## src/rtl/pico_seq_ctrl.sv

```systemverilog
// Multi-cycle sequencer for picoMIPS: gates PC advance and register writes for LOAD, MULI and NOP.
// Optional button debounce filter enabled by defining SW_DEBOUNCE_EN.
module pico_seq_ctrl #(
  parameter int MUL_LAT         = 3,
  parameter int SYNC_STAGES     = 2,
  parameter int DEBOUNCE_CYCLES = 16
) (
  input  logic       clk,
  input  logic       n_reset,
  input  logic [2:0] opcode,
  input  logic       dec_write,
  input  logic       btn,
  output logic       pc_en,
  output logic       rf_we,
  output logic       mul_busy,
  output logic       load_wait,
  output logic       halted,
  output logic [2:0] state_dbg
);

  localparam logic [2:0] OP_NOP  = 3'd0;
  localparam logic [2:0] OP_ADD  = 3'd1;
  localparam logic [2:0] OP_ADDI = 3'd2;
  localparam logic [2:0] OP_MULI = 3'd3;
  localparam logic [2:0] OP_LOAD = 3'd4;

  typedef enum logic [2:0] {
    EXEC      = 3'd0,
    LOAD_ARM  = 3'd1,
    LOAD_WAIT = 3'd2,
    MUL       = 3'd3,
    HALT      = 3'd4
  } state_t;

  if (MUL_LAT < 1 || MUL_LAT > 15) begin : g_bad_mul_lat
    $error("pico_seq_ctrl: MUL_LAT must be in 1..15");
  end
  if (SYNC_STAGES < 2 || SYNC_STAGES > 4) begin : g_bad_sync
    $error("pico_seq_ctrl: SYNC_STAGES must be in 2..4");
  end
  if (DEBOUNCE_CYCLES < 1) begin : g_bad_debounce
    $error("pico_seq_ctrl: DEBOUNCE_CYCLES must be at least 1");
  end

  state_t                 state;
  logic [3:0]             mul_cnt;
  logic [SYNC_STAGES-1:0] sync_q;
  logic                   btn_s;
  logic pc_en_c, rf_we_c, mul_busy_c, load_wait_c, halted_c;

  always_ff @(posedge clk or negedge n_reset) begin
    if (!n_reset) sync_q <= '0;
    else          sync_q <= {sync_q[SYNC_STAGES-2:0], btn};
  end

`ifdef SW_DEBOUNCE_EN
  localparam int DW = $clog2(DEBOUNCE_CYCLES + 1);
  localparam logic [DW-1:0] DB_LAST = DW'(DEBOUNCE_CYCLES - 1);
  logic [DW-1:0] db_cnt;
  logic          btn_f;

  // btn_f flips on the last of DEBOUNCE_CYCLES consecutive disagreeing samples
  always_ff @(posedge clk or negedge n_reset) begin
    if (!n_reset) begin
      db_cnt <= '0;
      btn_f  <= 1'b0;
    end else if (sync_q[SYNC_STAGES-1] == btn_f) begin
      db_cnt <= '0;
    end else if (db_cnt == DB_LAST) begin
      db_cnt <= '0;
      btn_f  <= sync_q[SYNC_STAGES-1];
    end else begin
      db_cnt <= db_cnt + 1'b1;
    end
  end
  assign btn_s = btn_f;
`else
  assign btn_s = sync_q[SYNC_STAGES-1];
`endif

  always_ff @(posedge clk or negedge n_reset) begin
    if (!n_reset) begin
      state   <= EXEC;
      mul_cnt <= 4'd0;
    end else begin
      case (state)
        EXEC: begin
          case (opcode)
            OP_LOAD: state <= LOAD_ARM;
            OP_MULI: begin
              state   <= MUL;
              mul_cnt <= 4'(MUL_LAT - 1);
            end
            OP_NOP:  state <= HALT;
            default: state <= EXEC;
          endcase
        end
        // A button already held at LOAD issue must be released before it counts
        LOAD_ARM:  if (!btn_s) state <= LOAD_WAIT;
        LOAD_WAIT: if (btn_s) state <= EXEC;
        MUL: begin
          if (mul_cnt == 4'd0) state <= EXEC;
          else                 mul_cnt <= mul_cnt - 4'd1;
        end
        HALT:    state <= HALT;
        default: state <= EXEC;
      endcase
    end
  end

  always_comb begin
    pc_en_c     = 1'b0;
    rf_we_c     = 1'b0;
    mul_busy_c  = 1'b0;
    load_wait_c = 1'b0;
    halted_c    = 1'b0;
    case (state)
      EXEC: begin
        case (opcode)
          OP_LOAD, OP_NOP: ;
          OP_MULI: mul_busy_c = 1'b1;
          default: begin
            pc_en_c = 1'b1;
            rf_we_c = dec_write;
          end
        endcase
      end
      LOAD_ARM: load_wait_c = 1'b1;
      LOAD_WAIT: begin
        load_wait_c = 1'b1;
        pc_en_c     = btn_s;
        rf_we_c     = btn_s;
      end
      MUL: begin
        mul_busy_c = 1'b1;
        pc_en_c    = (mul_cnt == 4'd0);
        rf_we_c    = (mul_cnt == 4'd0);
      end
      HALT:    halted_c = 1'b1;
      default: ;
    endcase
  end

  // Mealy outputs are forced low while reset is held, so an aborted op never writes
  assign pc_en     = pc_en_c     & n_reset;
  assign rf_we     = rf_we_c     & n_reset;
  assign mul_busy  = mul_busy_c  & n_reset;
  assign load_wait = load_wait_c & n_reset;
  assign halted    = halted_c    & n_reset;
  assign state_dbg = state;

  logic unused_ops;
  assign unused_ops = ^{OP_ADD, OP_ADDI};

endmodule

```

## config.mk

```make
export PLATFORM = sky130hd
export DESIGN_NAME = pico_seq_ctrl
export DESIGN_NICKNAME = d
export VERILOG_FILES = /design/src/rtl/pico_seq_ctrl.sv
export SDC_FILE = /design/constraint.sdc
export NUM_CORES = 1
export LEC_CHECK = 0
export CELL_PAD_IN_SITES_DETAIL_PLACEMENT = 0
export CELL_PAD_IN_SITES_GLOBAL_PLACEMENT = 1
export CORE_MARGIN = 1
export CORE_UTILIZATION = 37
export DETAILED_ROUTE_END_ITERATION = 7
export GPL_ROUTABILITY_DRIVEN = 1
export PLACE_DENSITY_LB_ADDON = 0.1
export SYNTH_ARGS = -nofsm -noshare
export SYNTH_HDL_FRONTEND = slang
export SYNTH_SLANG_ARGS = --single-unit
```

## constraint.sdc

```tcl
create_clock -name clk -period 2.75 [get_ports clk]
set_input_delay 0.55 -clock clk [delete_from_list [all_inputs] [get_ports clk]]
set_output_delay 0.55 -clock clk [all_outputs]
set_load 0.01 [all_outputs]
```

* Yosys cells after proc, flatten, opt, wreduce, memory -nomap -nowiden
Cells that the tools add are included.
Storage, ports and cells: register bits 9, bits of input ports 7, output and inout bits 8, logic and storage cells 44
Cells by class: $add $sub $neg 1, equality and inequality tests 11, mux-type cells 16, bitwise logic cells 5, reduce and logical (&&, ||, !) cells 8
Operators by type and width (number):
- 3-bit case mux with 5 select lines | 1
- 3-bit by 2-bit equality test with 1-bit output (second input constant) | 3
- 3-bit two-way mux | 3
- 3-bit case mux with 3 select lines | 1
- 4-bit two-way mux | 2
- 2-bit != test (second input constant) | 4
- 4-bit case mux with 2 select lines | 1
- 3-bit equality test (second input constant) | 2
- 3-bit logical NOT | 2
- 1-bit case mux with 3 select lines | 2
- 3-bit AND reduction | 2
- 1-bit AND | 5
- 1-bit two-way mux | 5
- 4-bit logical NOT | 1
- 4-bit by 1-bit subtractor with 4-bit output (second input constant) | 1
- 3-bit by 1-bit equality test with 1-bit output (second input constant) | 1
- 3-bit OR reduction | 1
- 2-bit by 1-bit != test with 1-bit output (second input constant) | 1
- 1-bit case mux with 2 select lines | 1
- 2-bit nonzero test | 1
- 2-bit OR reduction | 1

* Depth between registers and ports, before layout
Gate-level depths: netlist (run 1).
word-level depth 5, mapped depth 5, gate-level depth less buffers 5

* Least setup slack after synthesis (run 1)
OpenSTA, ideal clock, no wires.
path type reg2out, start reg state[0], in the netlist state_dbg[0], end out mul_busy, arrival time 1318 ps, required time 2200 ps, path slack 882 ps, cell stages (with the launch flop) 5, buffers on the path 1, cells stage by stage dfrtp_1 buf_2 or3_1 nor2_2 o21a_1
On the way: word-level cells in the longest chain between the ends 3, elaborated cells between the ends (all ways) 4, those cells by class eq/ne (1); mux (1); bitwise (1); reduce/logical (1)
RTL lines:
- start: declaration | line 45 | state_t state;
- start signal: assignment | line 83 | state <= EXEC;
- start signal: assignment | line 89 | OP_LOAD: state <= LOAD_ARM;
- start signal: assignment | line 91 | state <= MUL;
- 3-bit by 2-bit equality test with 1-bit output / 3-bit logical NOT (equally long branches) | line 117 | case (state)
- 1-bit case mux with 2 select lines * | line 117
- 1-bit AND * | line 147 | assign mul_busy = mul_busy_c & n_reset;
- end: declaration | line 15 | output logic mul_busy,
Every way passes the cells marked *; elsewhere a longest branch is shown, timed or not.

* Worst setup path in the final report (run 1)
start in opcode[2], end out mul_busy
On the way: word-level cells in the longest chain between the ends 4
RTL lines:
- start: declaration | line 10 | input logic [2:0] opcode,
- 3-bit by 2-bit equality test with 1-bit output | line 119 | case (opcode)
- 1-bit two-way mux | line 119
- 1-bit case mux with 2 select lines | line 117
- 1-bit AND | line 147
No other way between the ends.

==> results.json, run 1 <==
{
  "gp_congestion": 0.7921,
  "path_common_cell": "clkdlybuf4s50_1",
  "hold_violations": 0,
  "synth_edf_count": 0,
  "fmax_mhz": 373.9,
  "start_util": 0.3962,
  "fin_cells": 100,
  "ys_ff_latch": 9,
  "cap_viol_max_count": 0,
  "setup_viol_count_final": 0,
  "drtPass1Iterations": 4,
  "syn_inst": 63,
  "skew_ns": 0.004825,
  "post_drt_wl_per_cell_um": 13.34,
  "cp.required_ns": 2.20,
  "relSlewSlack": 0.8417,
  "worst_pin_slew_ns": 0.2375,
  "critical_path_class": "in -> out",
  "drc": 0,
  "ctsHoldBuffers": 0,
  "clock_sinks": 9,
  "end_kind": "primary output",
  "port_buffers": 14,
  "crit_start": "opcode[2]",
  "peakVddDrop_mv": 0.4236,
  "diodes": 0,
  "slowest_delay_ns": 0.52,
  "grt_max_degree": 12,
  "arrival_ns": 2.12,
  "dieHeight_um": 42.16,
  "cts.repair.resized": 0,
  "cts_buffer_depth": 2,
  "yosysTopAreaCell": "dfrtp_1",
  "num-nets-final": 94,
  "fin_crit_sh": 0.9726,
  "hold_class": "reg -> reg",
  "drtIter0Drc": 11,
  "dieArea_sq_um": 1777,
  "leakagePower_uw": 0.0003607,
  "clk_pin_slew_ns": 0.06,
  "cts_buffers": 3,
  "cts_tree": "done",
  "timing.rr.start": "state_dbg[1]",
  "ys_seq_area_frac": 0.3774,
  "slowest_stage": "clkdlybuf4s50_1",
  "antenna_left": 0,
  "worst_slack_ns": 0.07539,
  "fill_cells": 136,
  "post-cts-setup-buffer-count": 0,
  "dp_cells": 96,
  "synth.cell_area_sq_um": 596.8,
  "wirelength_um": 1334,
  "ctsRootBufferMaster": "clkbuf_4",
  "synthArstFlopShare": 1.000,
  "grt_pass1_wl_um": 2477,
  "period_needed_ns": 2.675,
  "place_ws_ns": 0.08901,
  "drive_gt1_frac": 0.1429,
  "ioPinCount": 15,
  "worstSetupStartpointType": "input pin",
  "grt_pass1_vias": 517,
  "gr-usage-all-layers": 0.1882,
  "cp_max_fo": 4,
  "synthTopCellsByArea": "dfrtp_1 (38%), a21oi_1 (4.2%), ha_1 (4.2%), mux2i_1 (3.4%), nand3b_4 (3.4%)",
  "p_per_area_nw_per_um2": 904.6,
  "slew_violations": 0,
  "dpl.hpwl_um": 984.9,
  "yosys_warnings": 0,
  "synth_top_area_share": 0.3774,
  "hp-start": "sync_q[0]",
  "synth_common_cells": "dfrtp_1 (9), a21oi_1 (5), nor2_1 (4), nor3_1 (4)",
  "coreArea_sq_um": 1506,
  "syn-num-nets": 72,
  "clock_latency_ns": 0.27,
  "num_vias": 549,
  "grt_overflow": 0,
  "rsz0062_at_grt": "false",
  "path_cells": "clkdlybuf4s50_1 -> nand3b_1 -> nor2_2 -> o21a_1 -> clkdlybuf4s50_1",
  "fin_setup_tns_ns": 0,
  "htree_levels": 1,
  "antenna_found_initial": 0,
  "postSynthAreaPerCell_sq_um": 9.473,
  "rows": 14,
  "areaGrowthSynthToFinish_pct": 36.27,
  "routed_via_density": 5.490,
  "status": "complete, no violations",
  "yosysMostFrequentCell": "dfrtp_1",
  "ys_types": 34,
  "die_x_um": 42.16,
  "ys.flop_type": "dfrtp_1"
}
==> where the power goes <==
part / switching (uW) / internal, uW
logic: 206 / 216
clock network: 47.7 / 56.0
registers: 38.3 / 172
total: 292 / 444
==> per-layer routing <==
layer / GRT usage / wire length [um] / vias to the layer above
met5: 0 / 0 / -
met3: 0.07759 / 74 / 2
met1: 0.2818 / 684 / 260
met4: 0.05625 / 11 / 0
met2: 0.2431 / 564 / 11
li1: - / - / 276
==> critical path, delay by kind of cell <==
| kind | cells | cell delay [ns] |
|---|---|---|
| buffers and inverters | 2 | 0.95 |
| AO/OA/AOI/OAI | 1 | 0.13 |
| AND/OR/NAND/NOR | 2 | 0.49 |
==> cell type report <==
cell class | count | area (sq um) | area share
clock buffer | 4 | 26.28 | 0.03231
inverter | 3 | 11.26 | 0.01385
multi-input combinational | 48 | 345.3 | 0.4246
sequential | 9 | 225.2 | 0.2769
tap | 16 | 20.02 | 0.02462
timing repair buffer | 20 | 185.2 | 0.2277
==> flip-flops by register name, summed over array words and instances (netlist names) <==
name and flops:
state_dbg 3, mul_cnt 4, sync_q 2
==> path summary, 6_finish.rpt <==
check,slack (ns),to,cells past startpoint
max,0.08,mul_busy,5
min,0.36,sync_q[1],0
max reg2reg,1.31,mul_cnt[3],4
min reg2reg,0.36,sync_q[1],0
max in group asynchronous,2.00,state_dbg[1],2
min in group asynchronous,0.60,state_dbg[0],2
==> kinds of logic after synthesis <==
family	count (synthesis)	share of synthesized area
muxes	2	0.03354
xor gates and xnor gates	1	0.01468
DFF	9	0.3774
AOI/OAI and AO/OA	16	0.1740
and+or+nand+nor	27	0.3145
buffers and inverters	6	0.04402
adders and majority gates	2	0.04192
==> per-stage QoR <==
stage | area [sq um] | hold slack, ns | util | power [uW]
6_report | 813.3 | 0.3616 | 0.5399 | 735.7
5_1_grt | 813.3 | 0.3826 | 0.5399 | 811.3
4_1_cts | 813.3 | 0.3618 | 0.5399 | 744.1
3_5_place_dp | 787.0 | 0.3380 | 0.5224 | 633.2
3_3_place_gp | 787.0 | 0.3367 | 0.5224 | 633.5
2_1_floorplan | 596.8 | 0.2544 | - | 468.6
==> cells in the final DEF (no fill, tap or decap), drive strengths merged, types with 2 or more instances in the layout <==
cell / instances
a21oi: 5
buf: 6
clkbuf: 4
clkdlybuf4s50: 14
dfrtp: 9
ha: 2
inv: 3
mux2i: 2
nand2b: 2
nand3b: 3
nor2: 5
nor3: 4
nor3b: 2
o21ai: 3
or3: 2
No activity file was read; power rests on OpenSTA's default activity.
==> inputs of run 2 (changes only) <==
--- a/config.mk
+++ b/config.mk
@@ -9,9 +9,11 @@
 export CELL_PAD_IN_SITES_GLOBAL_PLACEMENT = 1
 export CORE_MARGIN = 1
 export CORE_UTILIZATION = 37
+export CTS_CLUSTER_DIAMETER = 120
 export DETAILED_ROUTE_END_ITERATION = 7
 export GPL_ROUTABILITY_DRIVEN = 1
-export PLACE_DENSITY_LB_ADDON = 0.1
+export HOLD_SLACK_MARGIN = 0.02
+export PLACE_DENSITY_LB_ADDON = 0.08
 export SYNTH_ARGS = -nofsm -noshare
 export SYNTH_HDL_FRONTEND = slang
 export SYNTH_SLANG_ARGS = --single-unit
==> results.json, run 2 (synthesized netlist as in run 1, its figures left out) <==
{
  "ctsRootBufferMaster": "clkbuf_4",
  "htree_levels": 1,
  "gp_congestion": 0.7747,
  "final_cell_mix": "clkdlybuf4s50_1 (12), dfrtp_1 (9), buf_4 (6)",
  "drtIter0Drc": 10,
  "dieArea_sq_um": 1777,
  "intPower_uw": 442.5,
  "port_buffers": 14,
  "crit_buf_inv": 2,
  "largest_register": "mul_cnt",
  "start_util": 0.3962,
  "final_area_sq_um": 823.3,
  "worst_pin_slew_ns": 0.2902,
  "drtPass1Iterations": 6,
  "place_ws_ns": 0.07808,
  "slew_violations": 0,
  "skew_ns": 0.005198,
  "cap_viol_max_count": 0,
  "mostFrequentLayoutCell": "clkdlybuf4s50_1",
  "rsz0062_at_grt": "true",
  "path_common_cell": "clkdlybuf4s50_1",
  "worst_slack_ns": 0.08824,
  "num_vias": 560,
  "peakVddDrop_mv": 0.3882,
  "clk_pin_slew_ns": 0.06,
  "ioPinCount": 15,
  "cts_buffer_depth": 2,
  "grt_pass1_wl_um": 2277,
  "leakagePower_uw": 0.0003940,
  "num-nets-final": 94,
  "fin_crit_sh": 0.9679,
  "cts_tree": "done",
  "die_x_um": 42.16,
  "multi_input_area_sq_um": 350.3,
  "cts_buffers": 3,
  "status": "finished, violations left",
  "cp_max_fo": 5,
  "failed_checks": "DRC",
  "antenna_found_initial": 0,
  "switching_share": 0.4018,
  "wirelength_um": 1338,
  "arrival_ns": 2.11,
  "crit_family": "buffers and inverters",
  "critical_path_class": "in -> out",
  "drc": 1,
  "p_total_uw": 739.7,
  "drive_gt1_frac": 0.1429,
  "fmax_mhz": 375.7,
  "hold_violations": 0,
  "grt_max_degree": 12,
  "grt_overflow": 0,
  "seqCellArea_sq_um": 225.2,
  "dpl.hpwl_um": 1023,
  "end_kind": "primary output",
  "placed_area_sq_um": 787.0,
  "p_per_area_nw_per_um2": 898.5,
  "post_drt_wl_per_cell_um": 13.38,
  "slowest_stage": "clkdlybuf4s50_1",
  "clock_sinks": 9,
  "coreArea_sq_um": 1506,
  "areaGrowthSynthToFinish_pct": 37.95,
  "ctsHoldBuffers": 0,
  "slowest_delay_ns": 0.53,
  "setup_viol_count_final": 0,
  "dieHeight_um": 42.16,
  "hold_class": "reg -> reg",
  "comb_power_share": 0.569,
  "grt_pass1_vias": 511,
  "relSlewSlack": 0.8065,
  "worstSetupStartpointType": "input pin",
  "antenna_left": 0,
  "routed_via_density": 5.600,
  "clock_latency_ns": 0.27,
  "largest_reg_flops": 4,
  "path_cells": "clkdlybuf4s50_1 -> nand3b_1 -> nor2_4 -> o21a_1 -> clkdlybuf4s50_1",
  "period_needed_ns": 2.662,
  "fill_cells": 149,
  "power.share.clock": 0.140,
  "rows": 14,
  "diodes": 0,
  "cp.required_ns": 2.20,
  "p_seq_frac": 0.291,
  "switchingPower_uw": 297.2,
  "gr-usage-all-layers": 0.1695
}
-- run 2: path summary, 6_finish.rpt --
check / startpoint / end / slack (ns) / cells after the start
hold reg to reg: sync_q[0] / sync_q[1] / 0.35 / 0
hold / removal: sync_q[0] / sync_q[1] / 0.35 / 0
max in group asynchronous: n_reset / state_dbg[1] / 1.97 / 2
setup reg to reg: state_dbg[1] / mul_cnt[3] / 1.21 / 4
min in group asynchronous: n_reset / mul_cnt[2] / 0.63 / 2
setup / recovery: opcode[2] / mul_busy / 0.09 / 5
-- run 2: area by class of cell --
class / count / share of cell area
clock buffers: 4 / 0.03191
inverters: 3 / 0.01368
multi-input cells: 48 / 0.4255
flip-flops and latches: 9 / 0.2736
well taps: 16 / 0.02432
repair buffers: 20 / 0.2310
-- run 2: worst reg2reg max path: stages (launching register included) --
cell	delay (ns)
dfrtp_1	0.51
buf_4	0.22
nand3b_4	0.11
or4_1	0.48
a21oi_1	0.15
-- run 2: routing by layer --
metal  GRT usage  part of all wire  wire length, um
met1      0.2120              0.48              641
met2      0.2585              0.46              621
met3     0.07328             0.049               65
met4     0.06250            0.0075               10
met5           0                 0                0
-- run 2: what timing repair did --
item                       in CTS  in global routing
setup endpoints to repair       0                  2
gates resized for setup         0                  3
setup buffers                   0                  0
-- run 2: per-stage QoR --
step,hold WS (ns),setup TNS (ns),utilization,std cells
6_report,0.3470,0,0.5465,100
5_1_grt,0.3522,-0.02223,0.5465,100
4_1_cts,0.3519,0,0.5399,100
3_5_place_dp,0.3381,0,0.5224,96
3_3_place_gp,0.3468,0,0.5224,96
2_1_floorplan,0.2544,0,-,63
-- run 2: power groups by stage --
stage                     combinational [uW]  sequential [uW]  clock, uW
after CTS                                418              215        106
after global routing                     464              221        113
final                                    421              215        104
after floorplan                          255              213          0
after global placement                   418              216          0
after detailed placement                 416              218          0
==> inputs of run 3 (changes only) <==
--- a/config.mk
+++ b/config.mk
@@ -5,13 +5,15 @@
 export SDC_FILE = /design/constraint.sdc
 export NUM_CORES = 1
 export LEC_CHECK = 0
+export ABC_AREA = 1
 export CELL_PAD_IN_SITES_DETAIL_PLACEMENT = 0
 export CELL_PAD_IN_SITES_GLOBAL_PLACEMENT = 1
-export CORE_MARGIN = 1
-export CORE_UTILIZATION = 37
+export CORE_MARGIN = 1.5
+export CORE_UTILIZATION = 34
 export CTS_CLUSTER_DIAMETER = 120
 export DETAILED_ROUTE_END_ITERATION = 7
 export GPL_ROUTABILITY_DRIVEN = 1
+export GPL_TIMING_DRIVEN = 0
 export HOLD_SLACK_MARGIN = 0.02
 export PLACE_DENSITY_LB_ADDON = 0.08
 export SYNTH_ARGS = -nofsm -noshare
==> results.json, run 3 <==
{
  "status": "complete, no violations",
  "fill_cells": 153,
  "synth_top_area_share": 0.4009,
  "largest_register": "mul_cnt",
  "postSynthAreaPerCell_sq_um": 7.491,
  "grt_pass1_wl_um": 2111,
  "drtIter0Drc": 15,
  "dieArea_sq_um": 1905,
  "final_cell_mix": "nand2_1 (17), clkdlybuf4s50_1 (13), inv_1 (10)",
  "start_util": 0.3686,
  "dpl.hpwl_um": 917.2,
  "relSlewSlack": 0.6945,
  "routed_via_density": 4.550,
  "skew_ns": 0.007172,
  "post_drt_wl_per_cell_um": 10.83,
  "p_per_area_nw_per_um2": 910.0,
  "grt_max_degree": 11,
  "largest_reg_flops": 4,
  "ioPinCount": 15,
  "antenna_found_initial": 0,
  "post-cts-setup-buffer-count": 0,
  "ys_seq_area_frac": 0.4009,
  "areaGrowthSynthToFinish_pct": 32.96,
  "yosysMostFrequentCell": "nand2_1",
  "mostFrequentLayoutCell": "nand2_1",
  "port_buffers": 14,
  "cp_max_fo": 3,
  "rows": 14,
  "synthArstFlopShare": 1.000,
  "ys.flop_type": "dfrtp_1",
  "synth_edf_count": 0,
  "fmax_mhz": 383.7,
  "ctsRootBufferMaster": "clkbuf_4",
  "synth_common_cells": "nand2_1 (17), inv_1 (10), dfrtp_1 (9)",
  "num-nets-final": 103,
  "cap_viol_max_count": 0,
  "ys_ff_latch": 9,
  "ys_types": 18,
  "cts_tree": "done",
  "peakVddDrop_mv": 0.3428,
  "die_x_um": 43.65,
  "drc": 0,
  "gp_congestion": 0.7480,
  "clk_pin_slew_ns": 0.07,
  "timing.rr.start": "mul_cnt[0]",
  "utilization": 0.4901,
  "end_kind": "primary output",
  "cp.required_ns": 2.20,
  "yosys_warnings": 0,
  "critical_path_class": "in -> out",
  "p_seq_frac": 0.298,
  "cts_buffers": 3,
  "drive_gt1_frac": 0.1398,
  "htree_levels": 1,
  "hold_class": "in -> async",
  "drtPass1Iterations": 5,
  "gr-usage-all-layers": 0.1546,
  "syn-num-nets": 84,
  "diodes": 0,
  "cts_buffer_depth": 2,
  "fin_crit_sh": 0.9477,
  "fin_setup_tns_ns": 0,
  "dieHeight_um": 43.65,
  "yosysTopAreaCell": "dfrtp_1",
  "hold_violations": 0,
  "intPower_uw": 390.6,
  "r2r_cells": 6,
  "synth.cell_area_sq_um": 561.8,
  "grt_overflow": 0,
  "clock_latency_ns": 0.26,
  "wirelength_um": 1181,
  "syn_inst": 75,
  "period_needed_ns": 2.606,
  "rsz0062_at_grt": "false",
  "switching_share": 0.4253,
  "clock_sinks": 9,
  "slew_violations": 0,
  "num_vias": 496,
  "comb_power_share": 0.548,
  "arrival_ns": 2.06,
  "coreArea_sq_um": 1524,
  "worstSetupStartpointType": "input pin",
  "r2r-end": "state_dbg[1]",
  "switchingPower_uw": 289.1,
  "worst_pin_slew_ns": 0.4583,
  "grt_pass1_vias": 474,
  "setup_viol_count_final": 0,
  "reg2reg_slack_ns": 1.48,
  "leakagePower_uw": 0.0003712,
  "antenna_left": 0,
  "power.share.clock": 0.154,
  "synthTopCellsByArea": "dfrtp_1 (40%), nand2_1 (11%), inv_1 (6.7%), nor2_1 (4.7%), a21oi_1 (4.5%)"
}
## run 3: worst max-delay path: stages
cell,delay (ns)
clkdlybuf4s50_1,0.47
nand2_1,0.07
nor2_1,0.17
nand2_4,0.09
a21oi_1,0.14
clkdlybuf4s50_1,0.56
## run 3: worst max-delay path by stage
| stage | startpoint | endpoint | slack (ns) | cells past startpoint |
|---|---|---|---|---|
| CTS | opcode[0] | mul_busy | 0.14 | 6 |
| detailed placement | n_reset | halted | -0.09 | 4 |
| global route | opcode[0] | mul_busy | 0.02 | 6 |
| global placement | n_reset | halted | -0.11 | 4 |
| floorplan | mul_cnt[0] | rf_we | 1.13 | 6 |
| finish | opcode[0] | mul_busy | 0.14 | 6 |
## run 3: cell families (layout without fill, tap and decap cells)
group	Yosys count	after routing	synth area share
AOI/OAI and AO/OA	9	9	0.08907
adders and majority gates	2	2	0.04454
buffers and inverters	14	32	0.09577
and+or+nand+nor	40	40	0.3541
DFF	9	9	0.4009
xor gates and xnor gates	1	1	0.01559
## run 3: timing repair
item                                    4_1_cts  5_1_grt
resized for setup                             1        0
endpoints found under the setup margin        5        0
hold buffers                                  0        0
## run 3: per-layer routing
| layer | vias to the layer above | part of all wire | global-route usage |
|---|---|---|---|
| met4 | 0 | 0.0076 | 0.05455 |
| met3 | 2 | 0.055 | 0.07500 |
| met1 | 210 | 0.52 | 0.2135 |
| li1 | 273 | - | - |
| met2 | 11 | 0.42 | 0.2088 |
| met5 | - | 0 | 0 |
## run 3: layout make-up
cell class / instances / area [sq um] / share of cell area
clock buffers: 4 / 26.28 / 0.03518
flip-flops and latches: 9 / 225.2 / 0.3015
well taps: 16 / 20.02 / 0.02680
inverters: 14 / 53.80 / 0.07203
multi-input cells: 52 / 282.8 / 0.3786
repair buffers: 14 / 138.9 / 0.1859
## run 3: through the flow
| stage | hold slack, ns | instance area, sq um | instances | total power [uW] | worst slack (ns) |
|---|---|---|---|---|---|
| 2_1_floorplan | 0.2544 | 561.8 | 75 | 443.1 | 1.135 |
| 3_3_place_gp | 0.3385 | 721.9 | 105 | 577.0 | -0.1071 |
| 3_5_place_dp | 0.3395 | 721.9 | 105 | 578.1 | -0.08653 |
| 4_1_cts | 0.3417 | 747.0 | 109 | 686.5 | 0.1405 |
| 5_1_grt | 0.3603 | 747.0 | 109 | 748.0 | 0.02365 |
| 6_report | 0.3315 | 747.0 | 109 | 679.8 | 0.1439 |
## run 3: power groups by stage
stage               combinational [uW]  clock, uW  sequential [uW]
global placement                   370          0              207
CTS                                378        105              204
global route                       421        117              210
finish                             373        104              203
detailed placement                 372          0              206
floorplan                          234          0              210
